`src/rtl/encoder_poll_scheduler.sv`:
```
// Round-robin poll scheduler for a bank of SSI encoder readers with per-read timeout and sweep period.
// Optional ENC_POLL_TIMEOUT_CNT_EN adds per-encoder saturating timeout counters on timeout_count.
module encoder_poll_scheduler #(
  parameter int NUM_ENC     = 4,
  parameter int RESOLUTION  = 10,
  parameter int TIMEOUT     = 4096,
  parameter int POLL_PERIOD = 50000
) (
  input  logic                            clk,
  input  logic                            rst_n,
  input  logic                            enable,
  output logic [NUM_ENC-1:0]              get_position,
  output logic [NUM_ENC-1:0]              data_out_ready,
  input  logic [NUM_ENC-1:0]              data_out_valid,
  input  logic [NUM_ENC*RESOLUTION-1:0]   enc_data,
  output logic [NUM_ENC*RESOLUTION-1:0]   pos_out,
  output logic [NUM_ENC-1:0]              pos_fresh,
  input  logic [NUM_ENC-1:0]              fresh_clr,
  output logic [NUM_ENC-1:0]              timeout_flag,
  output logic                            sweep_done,
  output logic                            busy,
  output logic [NUM_ENC*8-1:0]            timeout_count
);
  localparam int CNT_MAX = (TIMEOUT > POLL_PERIOD) ? TIMEOUT : POLL_PERIOD;
  localparam int CW      = $clog2(CNT_MAX + 1);
  localparam int IW      = $clog2(NUM_ENC);

  typedef enum logic [2:0] {S_IDLE, S_REQ, S_WAIT, S_NEXT, S_PERIOD} state_t;

  state_t              state, nstate;
  logic [IW-1:0]       idx, nidx;
  logic [CW-1:0]       cnt, ncnt;
  logic [NUM_ENC-1:0]  gp_n, rdy_n, sel;
  logic                sd_n, busy_n, hit, expire, cap, tmo;

  assign hit    = data_out_valid[idx];
  assign expire = (cnt == CW'(TIMEOUT - 1));
  assign cap    = (state == S_WAIT) && hit;
  assign tmo    = (state == S_WAIT) && !hit && expire;
  assign sel    = NUM_ENC'(1) << idx;

  always_ff @(posedge clk or negedge rst_n) begin
    if (!rst_n) begin
      state <= S_IDLE;
      idx   <= '0;
      cnt   <= '0;
    end else begin
      state <= nstate;
      idx   <= nidx;
      cnt   <= ncnt;
    end
  end

  always_comb begin
    nstate = state;
    nidx   = idx;
    ncnt   = cnt;
    case (state)
      S_IDLE: if (enable) begin
        nstate = S_REQ;
        nidx   = '0;
      end
      S_REQ: begin
        ncnt   = '0;
        nstate = S_WAIT;
      end
      // valid on the last timeout cycle still counts as a capture
      S_WAIT: if (hit || expire) nstate = S_NEXT;
              else               ncnt   = cnt + CW'(1);
      S_NEXT: if (idx == IW'(NUM_ENC - 1)) begin
        nidx = '0;
        if (enable) begin
          nstate = S_PERIOD;
          ncnt   = CW'(POLL_PERIOD - 1);
        end else begin
          nstate = S_IDLE;
        end
      end else if (enable) begin
        nidx   = idx + IW'(1);
        nstate = S_REQ;
      end else begin
        nidx   = '0;
        nstate = S_IDLE;
      end
      S_PERIOD: if (!enable)       nstate = S_IDLE;
                else if (cnt == '0) nstate = S_REQ;
                else               ncnt   = cnt - CW'(1);
      default: nstate = S_IDLE;
    endcase
  end

  // Outputs are decoded from the next state so the registered copies line up with the state.
  always_comb begin
    gp_n   = '0;
    rdy_n  = '0;
    if (nstate == S_REQ)  gp_n[nidx]  = 1'b1;
    if (nstate == S_WAIT) rdy_n[nidx] = 1'b1;
    sd_n   = (nstate == S_NEXT) && (nidx == IW'(NUM_ENC - 1));
    busy_n = (nstate != S_IDLE);
  end

  always_ff @(posedge clk or negedge rst_n) begin
    if (!rst_n) begin
      get_position   <= '0;
      data_out_ready <= '0;
      sweep_done     <= 1'b0;
      busy           <= 1'b0;
    end else begin
      get_position   <= gp_n;
      data_out_ready <= rdy_n;
      sweep_done     <= sd_n;
      busy           <= busy_n;
    end
  end

  always_ff @(posedge clk or negedge rst_n) begin
    if (!rst_n) begin
      pos_out      <= '0;
      pos_fresh    <= '0;
      timeout_flag <= '0;
    end else begin
      pos_fresh <= (pos_fresh & ~fresh_clr) | (cap ? sel : '0);
      if (cap) begin
        pos_out[idx*RESOLUTION +: RESOLUTION] <= enc_data[idx*RESOLUTION +: RESOLUTION];
        timeout_flag[idx] <= 1'b0;
      end
      if (tmo) timeout_flag[idx] <= 1'b1;
    end
  end

`ifdef ENC_POLL_TIMEOUT_CNT_EN
  logic [NUM_ENC-1:0][7:0] tcnt;

  always_ff @(posedge clk or negedge rst_n) begin
    if (!rst_n) begin
      tcnt <= '0;
    end else begin
      for (int i = 0; i < NUM_ENC; i++)
        if (tmo && sel[i] && tcnt[i] != 8'hFF) tcnt[i] <= tcnt[i] + 8'd1;
    end
  end

  assign timeout_count = tcnt;
`else
  assign timeout_count = '0;
`endif

endmodule

```
`config.mk`:
```
export PLATFORM = sky130hd
export DESIGN_NAME = encoder_poll_scheduler
export DESIGN_NICKNAME = d
export VERILOG_FILES = /design/src/rtl/encoder_poll_scheduler.sv
export SDC_FILE = /design/constraint.sdc
export NUM_CORES = 1
export LEC_CHECK = 0
export BUFFER_PORTS_ARGS = -buffer_cell sky130_fd_sc_hd__buf_2
export CAP_MARGIN = 20
export CORE_MARGIN = 1.5
export CORE_UTILIZATION = 37
export CTS_CLUSTER_SIZE = 25
export DETAILED_ROUTE_END_ITERATION = 7
export PLACE_DENSITY_LB_ADDON = 0.05
export SETUP_SLACK_MARGIN = 0.3
export SKIP_CTS_REPAIR_TIMING = 1
export SLEW_MARGIN = 20
export SYNTH_ARGS = -nofsm -noshare
export SYNTH_HDL_FRONTEND = slang
export SYNTH_SLANG_ARGS = --single-unit
```
`constraint.sdc`:
```
create_clock -name clk -period 3.44 [get_ports clk]
set_input_delay 0.516 -clock clk [delete_from_list [all_inputs] [get_ports clk]]
set_output_delay 0.516 -clock clk [all_outputs]
set_load 0.005 [all_outputs]
```
# Yosys cells after proc, flatten, opt, wreduce, memory -nomap -nowiden
# Cells that the tools add are included.
# classes
bitwise_logic	6
magnitude_cmp	4
addsub	4
n_shift	4
reduce_logical	13
n_mul	1
mux	30
n_eq_ne	15
# ops
op	n
2-to-1 mux 16 bit	5
one-hot mux 16 bit (4 select lines)	1
bitwise mux 40 bit	1
variable shift 10 x 34 -> 40 bit, first input constant	1
indexed part select 10 x 34 -> 40 bit	1
indexed part select 40 x 7 -> 10 bit	1
negation 6 -> 34 bit	1
2-to-1 mux 4 bit	5
2-to-1 mux 3 bit	6
adder 16 x 1 -> 16 bit, second input constant	1
equality test 16 x 12 -> 1 bit, second input constant	1
zero test 16 bit	1
subtractor 16 x 1 -> 16 bit, second input constant	1
one-hot mux 3 bit (5 select lines)	1
equality test 3 x 2 -> 1 bit, second input constant	4
!= test 2 bit, second input constant	5
bitwise AND 4 bit	2
NOT 4 bit	2
bitwise OR 4 bit	2
equality test 3 x 1 -> 1 bit, second input constant	2
logical AND 1 bit	6
less-than comparator 2 x 3 -> 1 bit, second input constant	2
2-to-1 mux 2 bit	3
AND reduction 6 bit	1
other kinds (15)	21
# word_totals
regBits	79
out_inout_bits	90

# Longest topological paths before layout
# Gate-level depths: netlist (run 1).
# logic_depth
ltp_word	9
ltp_mapped	13

# Worst setup path before layout (run 1)
# OpenSTA, ideal clock, no wires.
# synth_timing
path_type	register -> register
startpoint	reg state[0]
endpoint	reg cnt[14]
stages_incl_launch_ff	14
setup_time_ps	87
path_slack_ps	510
arrival_time_ps	2843
n_path_buf	4
period_less_slack_ps	2930
cell_sequence	dfrtp_1 buf_4 or3b_1 buf_4 clkbuf_1 buf_6 xnor2_1 ha_1 nor2_1 a21oi_1 a21oi_2 o311a_2 a2111o_1 o211ai_1
# synth_via
elab_chain_cells	3
word_cells_on_any_way	12
cone_classes	eq/ne: 9; mux: 1; reduce/logical: 2
# synth_rtl
element	line_no	text
start, declared	30	state_t state, nstate;
start signal, assigned	48	state <= nstate;
equality test 3 bit, or another cell as far along	58	case (state)
!= test 2 bit (no line) / nonzero test 4 bit (equally long branches)	--	
AND reduction 6 bit (no line)	--	
end signal, assigned	50	cnt <= ncnt;
end, declared	32	logic [CW-1:0] cnt, ncnt;
# Several ways; a longest one is shown, not always the timed one.
# A chain may end at the register's enable or synchronous reset.

# Worst setup path after layout (run 1)
# layout_timing
startpoint	reg idx[0]
endpoint	reg pos_out[15]
# layout_via
elab_chain_cells	4
word_cells_on_any_way	9
cone_classes	add/sub: 1; mul: 1; shift: 3; mux: 3; reduce/logical: 1
# layout_rtl
element	line_no	text
start, declared	31	logic [IW-1:0] idx, nidx;
start signal, assigned	49	idx <= nidx;
multiplier 2 x 3 -> 5 bit	124	pos_out[idx*RESOLUTION +: RESOLUTION] <= enc_data[idx*RESOLUTION +: RESOLUTION];
indexed part select 40 x 7 -> 10 bit / negation 6 -> 34 bit (equally long branches)	124	
indexed part select 10 x 34 -> 40 bit / variable shift 10 x 34 -> 40 bit (equally long branches)	124	
bitwise mux 40 bit	124	
end signal, assigned by index	124	
end, declared	16	output logic [NUM_ENC*RESOLUTION-1:0] pos_out,
# Several ways; a longest one is shown, not always the timed one. The select of a mux whose other input is x is not followed.

==> results_dict.tcl, run 1 <==
set metrics [dict create \
    ys_types 73 \
    worstSkewPairLatency_ns 0.34 \
    dp_hpwl_mm 10.4 \
    status "finished, final reports clean" \
    grt_pass1_wl_mm 21.9 \
    fp.dieW_um 119 \
    powerDensity_nw_per_um2 748 \
    fmaxAchievable_mhz 365 \
    overflow 0 \
    synth_top_cells_by_area "dfrtp_1, mux4_2, buf_4" \
    critical_path_arrival_ns 2.95 \
    drt_iter0_drc 218 \
    worst_pin_slew_ns 0.748 \
    met1_usage_pct 26.0 \
    p_leak_nw 2.84 \
    use_met3_pct 3.54 \
    yosysTopAreaCell "dfrtp_1" \
    ant_nets 0 \
    post-route-period-util_pct 79.5 \
    p_sw_share_pct 41.2 \
    htreeDepth 3 \
    finalNonFillerCells 802 \
    synth_edf_count 0 \
    cts.root.buffer_cell "clkbuf_16" \
    io_pins 141 \
    yosysSeqAreaShare_pct 39.6 \
    drc 0 \
    drtPass1Iterations 5 \
    syn_area_um2 4990 \
    seqPwrFrac_pct 29.5 \
    ys_ff_latch 79 \
    drive_gt1_share_pct 28.3 \
    rsz0062_at_grt "false" \
    maxSlewViolCount 0 \
    rows 42 \
    grt_max_degree 80 \
    power_frac_comb_pct 48.4 \
    wirelength_mm 13.7 \
    yosysWarnings 0 \
    area_delta_synth_final_pct 16.9 \
    p_switching_mw 1.80 \
    skew_ns 0.00842 \
    r2r_cells 9 \
    initial_core_util_pct 37.9 \
    die-height_um 119 \
    grtUsageTotal_pct 19.8 \
    end_kind "flip-flop" \
    period_needed_ns 2.74 \
    cts_tree "yes" \
    cts_sinks 79 \
    setup_ws_ns 0.704 \
    use_met2_pct 32.5 \
    total_power_mw 4.37 \
    gr-max-usage-layer "met2" \
    reg2reg_slack_ns 0.70 \
    path_clk_slew_ns 0.06 \
    setup_viol 0 \
    finalInstanceArea_um2 5840 \
    crit_required_ns 3.66 \
    clockBufferDepth 2 \
    hold_viol_final 0 \
    crit_fanout 17 \
    p_clk_share_pct 22.1 \
    grt_pass1_vias 4138 \
    fin_nets 683 \
    synth_area_per_cell_um2 9.44 \
    postSynth.asyncResetShare_pct 100 \
    syn_inst 529 \
    path_class "reg -> reg" \
    wl_per_cell_um 17.1 \
    fin_setup_tns_ns 0 \
    dp_slack_ns 0.692 \
    hold_class "in -> async" \
    place_congestion 0.877 \
    drt-vias-per-instance 5.38 \
    timing.rr.end "pos_out[15]" \
    synthFlopType "dfrtp_1" \
    cap_violations 0 \
    synth_common_cells "dfrtp_1, nand2_1, o21ai_0" \
    p_int_mw 2.57 \
    synth_top_area_share_pct 39.6 \
    cts_buffers 9 \
    fillerInstances 1355 \
    holdWs_ns 0.217 \
    placedCellCount 787 \
    num_antenna_cells 0 \
    antenna_found_initial 0 \
    yosys.cell_count.top_type "dfrtp_1" \
    post_dp_cell_area_um2 5530 \
    startpoint_type "flip-flop" \
    post-route-util_pct 44.2 \
    die_area_um2 14200 \
    portBuffers 108 \
    ir_drop_mv 0.336 \
    r2r-start "idx[0]" \
    vias 4312 \
    slew-limit-headroom_pct 50.1 \
    core_area_um2 13200 \
]
## layer usage
metal	part of all wire (%)	vias to the layer above
met3	4.7	8
met2	50	112
met1	44	2132
li1	-	2060
met5	0	-
met4	0.86	0
## logic make-up after synthesis
kind of cell | after synthesis | share of synthesized area, %
AOI/OAI and AO/OA | 154 | 21.0
xor gates and xnor gates | 3 | 0.526
adders and majority gates | 10 | 2.51
buffers and inverters | 85 | 9.60
DFF | 79 | 39.6
muxes | 33 | 10.1
other | 1 | 0.0751
and+or+nand+nor | 164 | 16.6
## how the worst max path moves through the flow
| stage | startpoint | depth (start not counted) | slack [ns] | end |
|---|---|---|---|---|
| after floorplan | state[0] | 13 | 0.51 | cnt[14] |
| after global placement | state[0] | 7 | 0.73 | cnt[15] |
| after detailed placement | idx[0] | 9 | 0.69 | pos_out[15] |
| after CTS | idx[0] | 9 | 0.68 | pos_out[15] |
| after global routing | idx[0] | 9 | 0.49 | pos_out[14] |
| final | idx[0] | 9 | 0.70 | pos_out[15] |
## final cells by class
class                      instances  area (um^2)  area share (%)
multi-input combinational        396         2660            45.5
clock buffer                      12          256            4.40
inverter                          20         75.1            1.29
sequential                        79         1980            33.9
timing repair buffer             116          607            10.4
tap                              176          220            3.77
clock inverter                     3         42.5           0.729
## layout by cell type (no fill, tap or decap), drive strengths merged, types with 3 or more instances in the layout
cell / n
o31ai: 5
xnor2: 3
ha: 10
nand2: 56
nor2b: 5
a22o: 4
a22oi: 9
clkbuf: 12
and3: 16
nand4: 5
o31a: 4
a21oi: 37
buf: 116
nor4: 5
o21bai: 3
a21o: 7
o211ai: 3
or2: 4
o21a: 3
and4: 3
inv: 20
conb: 32
or4: 4
nor2: 23
nand3: 6
or3: 5
o22a: 4
mux4: 13
mux2i: 9
mux2: 11
nor3: 23
a31oi: 3
dfrtp: 79
o21ai: 45
## sequential cells by signal (all words and copies together) (netlist names), named ones only
name	flops
get_position	4
state	3
sweep_done	1
timeout_flag	1
cnt	16
pos_out	40
busy	1
pos_fresh	4
idx	2
data_out_ready	4
## power by group through the flow
stage,combinational [mW],sequential (mW),clock (mW)
floorplan,1.50,1.27,0
global placement,2.12,1.30,0
detailed placement,2.12,1.31,0
CTS,2.13,1.29,0.990
global route,2.35,1.32,1.03
finish,2.11,1.29,0.966
## worst max-delay path, cell delays in order, from the launching register on
cell and delay (ns):
dfrtp_1 0.45, inv_2 0.24, ha_1 0.27, buf_4 0.20, inv_1 0.32, mux2_2 0.38
a22oi_1 0.18, or2_2 0.16, o21ai_0 0.13, mux2_2 0.29
Note: power is estimated with default switching activity, not from simulation.
==> inputs of run 2 (changes only) <==
Settings changed: ABC_AREA from default to 1.
Clock period 3.44 ns to 2.25 ns, I/O delays scaled along.
==> run 2 against run 1 <==
Against the previous run:
- synthesized cell count is 50% higher
- critical path type unchanged
- the flow now finishes with violations (hold timing)
- via count is 33% higher
- worst hold slack worse by 0.26 ns
- final area is 20% higher
- area after synthesis is 9.9% higher
- first-iteration DRC count is 72% higher
- clock skew hardly changed
- sequential share of layout area is 5.6 points lower
- global-route usage is 2.1 points higher
- combinational power is 140% higher
- total power is 96% higher
==> results_dict.tcl, run 2 <==
set metrics [dict create \
    cap_violations 0 \
    ys_types 46 \
    top_regs "pos_out: 40 flops, cnt: 16 flops" \
    p_leak_nw 3.83 \
    fin_nets 996 \
    ys_ff_latch 79 \
    period_needed_ns 1.92 \
    synth_top_cells_by_area "dfrtp_1, nand2_1, nand3_1" \
    clockBufferDepth 2 \
    yosysSeqAreaShare_pct 36.0 \
    crit_buf_inv 2 \
    die-height_um 125 \
    critical_path_arrival_ns 2.21 \
    worstSkewPairLatency_ns 0.35 \
    ir_drop_mv 0.552 \
    worstPathCellList "buf_8 -> buf_4 -> nand2_1 -> nand3_1 -> nand2_2 -> nor2_1 -> nand2_1 -> o211ai_1 -> nand2_2 -> nand2_2 -> nand3_1 -> nand2_1" \
    grt_max_degree 41 \
    ant_nets 0 \
    fillerInstances 1526 \
    grt_pass1_vias 5490 \
    largest_register_ffs 40 \
    crit_required_ns 2.54 \
    hold_viol_final 38 \
    die_area_um2 15600 \
    drc 0 \
    synth_edf_count 0 \
    rows 44 \
    startpoint_type "flip-flop" \
    area_delta_synth_final_pct 27.7 \
    cts_sinks 79 \
    cts_tree "yes" \
    path_clk_slew_ns 0.07 \
    antenna_found_initial 0 \
    portBuffers 108 \
    drive_gt1_share_pct 29.5 \
    synth_top_area_share_pct 36.0 \
    synth_common_cells "nand2_1, nand3_1, dfrtp_1" \
    initial_core_util_pct 37.8 \
    maxSlewViolCount 0 \
    end_kind "flip-flop" \
    cpMaxStageDelayCell "dfrtp_2" \
    postSynth.asyncResetShare_pct 100 \
    yosys.cell_count.top_type "nand2_1" \
    finalNonFillerCells 1124 \
    vias 5746 \
    powerDensity_nw_per_um2 1220 \
    overflow 0 \
    num_antenna_cells 0 \
    finalInstanceArea_um2 7010 \
    core_area_um2 14500 \
    synthFlopType "dfrtp_1" \
    io_pins 141 \
    syn_inst 794 \
    htreeDepth 3 \
    yosysTopAreaCell "dfrtp_1" \
    violations "hold timing" \
    regMostFlops "pos_out" \
    status "finished with violations" \
    post-route-util_pct 48.2 \
    fp.dieW_um 125 \
    grt_pass1_wl_mm 27.4 \
    worst_pin_slew_ns 0.544 \
    setup_viol 0 \
    synth_area_per_cell_um2 6.91 \
    drtPass1Iterations 5 \
    place_congestion 0.890 \
    drt_iter0_drc 376 \
    yosysWarnings 0 \
    crit_fanout 12 \
    total_power_mw 8.55 \
    final_common_cell "nand2_1" \
    dp_slack_ns 0.213 \
    drt-vias-per-instance 5.11 \
    dp_hpwl_mm 13.0 \
    slew-limit-headroom_pct 63.8 \
    rsz0062_at_grt "true" \
    cp_top_family "simple AND/OR/NAND/NOR gates" \
    fin_setup_tns_ns 0 \
    mostFrequentLayoutCells "nand2_1, buf_2, nand3_1" \
    holdWs_ns -0.0424 \
    syn_area_um2 5490 \
    cts_buffers 9 \
    post-route-period-util_pct 85.3 \
    wl_per_cell_um 15.4 \
    fmaxAchievable_mhz 521 \
    path_class "reg -> reg" \
    wirelength_mm 17.3 \
    post_dp_cell_area_um2 6230 \
    cts.root.buffer_cell "clkbuf_16" \
    grtUsageTotal_pct 21.9 \
    setup_ws_ns 0.332 \
    skew_ns 0.00891 \
    placedCellCount 1086 \
    critPathMaxStageDelay_ns 0.50 \
    hold_class "in -> async" \
]
run 2: cell types whose count changed after synthesis, sizes merged, moves of 11 or more:
cell | previous run | this run
nand3 | 6 | 113
clkbuf | 20 | 8
nor2 | 23 | 59
nor3 | 23 | 7
and3 | 16 | 0
nand2 | 56 | 273
mux4 | 13 | 0
mux2 | 11 | 0
inv | 20 | 75
run 2: power by group:
| group | total (mW) | switching, mW | internal, mW |
|---|---|---|---|
| clock network | 1.46 | 0.664 | 0.792 |
| registers | 2.02 | 0.247 | 1.78 |
| logic | 5.07 | 3.26 | 1.81 |
| total | 8.55 | 4.17 | 4.38 |
run 2: kinds of logic (layout without fill, tap and decap cells):
family	after synthesis	count (layout)	synth area share [%]
and+or+nand+nor	467	468	37.8
other	1	32	0.0683
xor gates and xnor gates	7	7	1.12
adders and majority gates	10	10	2.28
muxes	1	1	0.182
buffers and inverters	136	250	12.8
DFF	79	79	36.0
AOI/OAI and AO/OA	93	93	9.67
run 2: path summary, 6_finish.rpt:
| path | from | to | slack, ns | cells after the start |
|---|---|---|---|---|
| min in group clk | fresh_clr[1] | pos_fresh[1] | 0.16 | 2 |
| max in group asynchronous | rst_n | async pin | 1.63 | 2 |
| min reg2reg | pos_out[29] | pos_out[29] | 0.47 | 2 |
| min | rst_n | pos_out[1] | -0.04 | 1 |
| max | idx[0] | pos_out[17] | 0.33 | 12 |
| max reg2reg | idx[0] | pos_out[17] | 0.33 | 12 |
run 2: worst register-to-register path, cell delays in order (launching register included):
cell and delay [ns]:
dfrtp_2 0.50, buf_8 0.16, buf_4 0.17, nand2_1 0.06, nand3_1 0.10, nand2_2 0.08, nor2_1 0.14, nand2_1 0.10
o211ai_1 0.18, nand2_2 0.15, nand2_2 0.10, nand3_1 0.07, nand2_1 0.06
run 2: per-layer routing:
layer | part of all wire, % | vias to the layer above | global-route usage (%)
met2 | 51 | 166 | 39.5
met1 | 42 | 2755 | 26.5
met4 | 1.9 | 0 | 7.44
met3 | 4.3 | 25 | 3.31
met5 | 0 | - | 0
li1 | - | 2800 | -
run 2: cell type report:
type	count	area, um^2	area share [%]
timing repair buffer	158	986	14.1
sequential	79	1980	28.3
clock buffer	10	239	3.41
tap	184	230	3.29
multi-input combinational	611	3210	45.9
clock inverter	6	51.3	0.732
inverter	76	304	4.34
==> inputs of run 3 (changes only) <==
Settings changed: RECOVER_POWER from default to 25.
==> run 3 against run 2 <==
Against the previous run:
- the flow now finishes without violations
- non-clock buffer count did not move
- final cell count stayed put
- global-route usage stayed put
- worst setup slack unchanged
- die area unchanged
- flip-flop and latch count unchanged
- sequential share of layout area about the same
- fmax unchanged
- highest routed layer unchanged
==> results_dict.tcl, run 3 (same netlist as run 2, synthesis figures left out) <==
set metrics [dict create \
    grt_pass1_vias 5490 \
    r2r_cells 12 \
    io_pins 141 \
    placedCellCount 1086 \
    critical_path_arrival_ns 2.21 \
    ant_nets 0 \
    rows 44 \
    post-route-period-util_pct 85.3 \
    wl_per_cell_um 15.4 \
    die-height_um 125 \
    final_common_cell "nand2_1" \
    hold_class "in -> async" \
    grt_max_degree 41 \
    timing.rr.end "pos_out[17]" \
    ir_drop_mv 0.552 \
    portBuffers 108 \
    cap_violations 0 \
    regMostFlops "pos_out" \
    place_congestion 0.890 \
    grtUsageTotal_pct 21.9 \
    r2r-start "idx[0]" \
    vias 5746 \
    dp_hpwl_mm 13.0 \
    drt-vias-per-instance 5.11 \
    total_power_mw 8.55 \
    wirelength_mm 17.3 \
    largest_register_ffs 40 \
    drc 0 \
    crit_fanout 12 \
    cts.root.buffer_cell "clkbuf_16" \
    num_antenna_cells 0 \
    cp-endpoint "pos_out[17]" \
    setup_ws_ns 0.332 \
    fin_setup_tns_ns 0 \
    path_clk_slew_ns 0.07 \
    finalNonFillerCells 1124 \
    cts_tree "yes" \
    core_area_um2 14500 \
    grt_pass1_wl_mm 27.4 \
    top_regs "pos_out: 40 flops, cnt: 16 flops" \
    worst_pin_slew_ns 1.06 \
    fmaxAchievable_mhz 521 \
    clockBufferDepth 2 \
    antenna_found_initial 0 \
    slew-limit-headroom_pct 29.5 \
    drt_iter0_drc 376 \
    cts_sinks 79 \
    dp_slack_ns 0.213 \
    reg2reg_slack_ns 0.33 \
    skew_ns 0.00891 \
    setup_viol 0 \
    mostFrequentLayoutCells "nand2_1, buf_2, nand3_1" \
    crit_required_ns 2.54 \
    cts_buffers 9 \
    hold_viol_final 0 \
    htreeDepth 3 \
    holdWs_ns 0.159 \
    powerDensity_nw_per_um2 1220 \
    fin_nets 996 \
    fp.dieW_um 125 \
    end_kind "flip-flop" \
    maxSlewViolCount 0 \
    startpoint_type "flip-flop" \
    drive_gt1_share_pct 29.5 \
    path_class "reg -> reg" \
    area_delta_synth_final_pct 27.6 \
    die_area_um2 15600 \
    cp-startpoint "idx[0]" \
    p_leak_nw 3.83 \
    initial_core_util_pct 37.8 \
    overflow 0 \
    drtPass1Iterations 5 \
    period_needed_ns 1.92 \
    rsz0062_at_grt "true" \
    worstSkewPairLatency_ns 0.35 \
    status "finished, final reports clean" \
]
==> run 3: worst max-delay path, cell delays in order, from the launching register on <==
cell and delay, ns:
dfrtp_2 0.50, buf_8 0.16, buf_4 0.17, nand2_1 0.06, nand3_1 0.10, nand2_2 0.08
nor2_1 0.13, nand2_1 0.10, o211ai_1 0.18, nand2_2 0.14, nand2_2 0.10, nand3_1 0.07
nand2_1 0.06
==> run 3: power breakdown <==
part	switching (mW)	internal, mW
Sequential	0.247	1.78
Combinational	3.26	1.81
Clock	0.664	0.792
Total	4.17	4.38
==> run 3: metal layers <==
layer  share of wire, %  up-vias  GRT usage (%)
met5                  0        -              0
met4                1.9        0           7.44
met3                4.3       25           3.31
met2                 51      166           39.5
met1                 42     2755           26.5
li1                   -     2800              -
==> run 3: worst min path at each step <==
stage,cells after the start,endpoint,startpoint,slack (ns)
2_1_floorplan,0,async pin,rst_n,0.04
3_3_place_gp,1,pos_out[7],rst_n,0.36
3_5_place_dp,1,pos_out[2],rst_n,0.37
4_1_cts,1,pos_out[2],rst_n,-0.01
5_1_grt,2,pos_fresh[1],fresh_clr[1],0.16
6_report,1,pos_out[1],rst_n,0.16
==> run 3: layout make-up <==
| cell class | count | area (um^2) |
|---|---|---|
| Inverter | 76 | 304 |
| Multi-Input combinational cell | 611 | 3210 |
| Clock buffer | 10 | 239 |
| Clock inverter | 6 | 51.3 |
| Sequential cell | 79 | 1980 |
| Fill cell | 1527 | 7530 |
| Timing Repair Buffer | 158 | 983 |
| Tap cell | 184 | 230 |
==> run 3: per-stage QoR <==
stage	area, um^2	utilization, %
floorplan	5670	-
global placement	6230	42.9
detailed placement	6230	42.9
CTS	6520	44.9
global route	7000	48.2
finish	7000	48.2
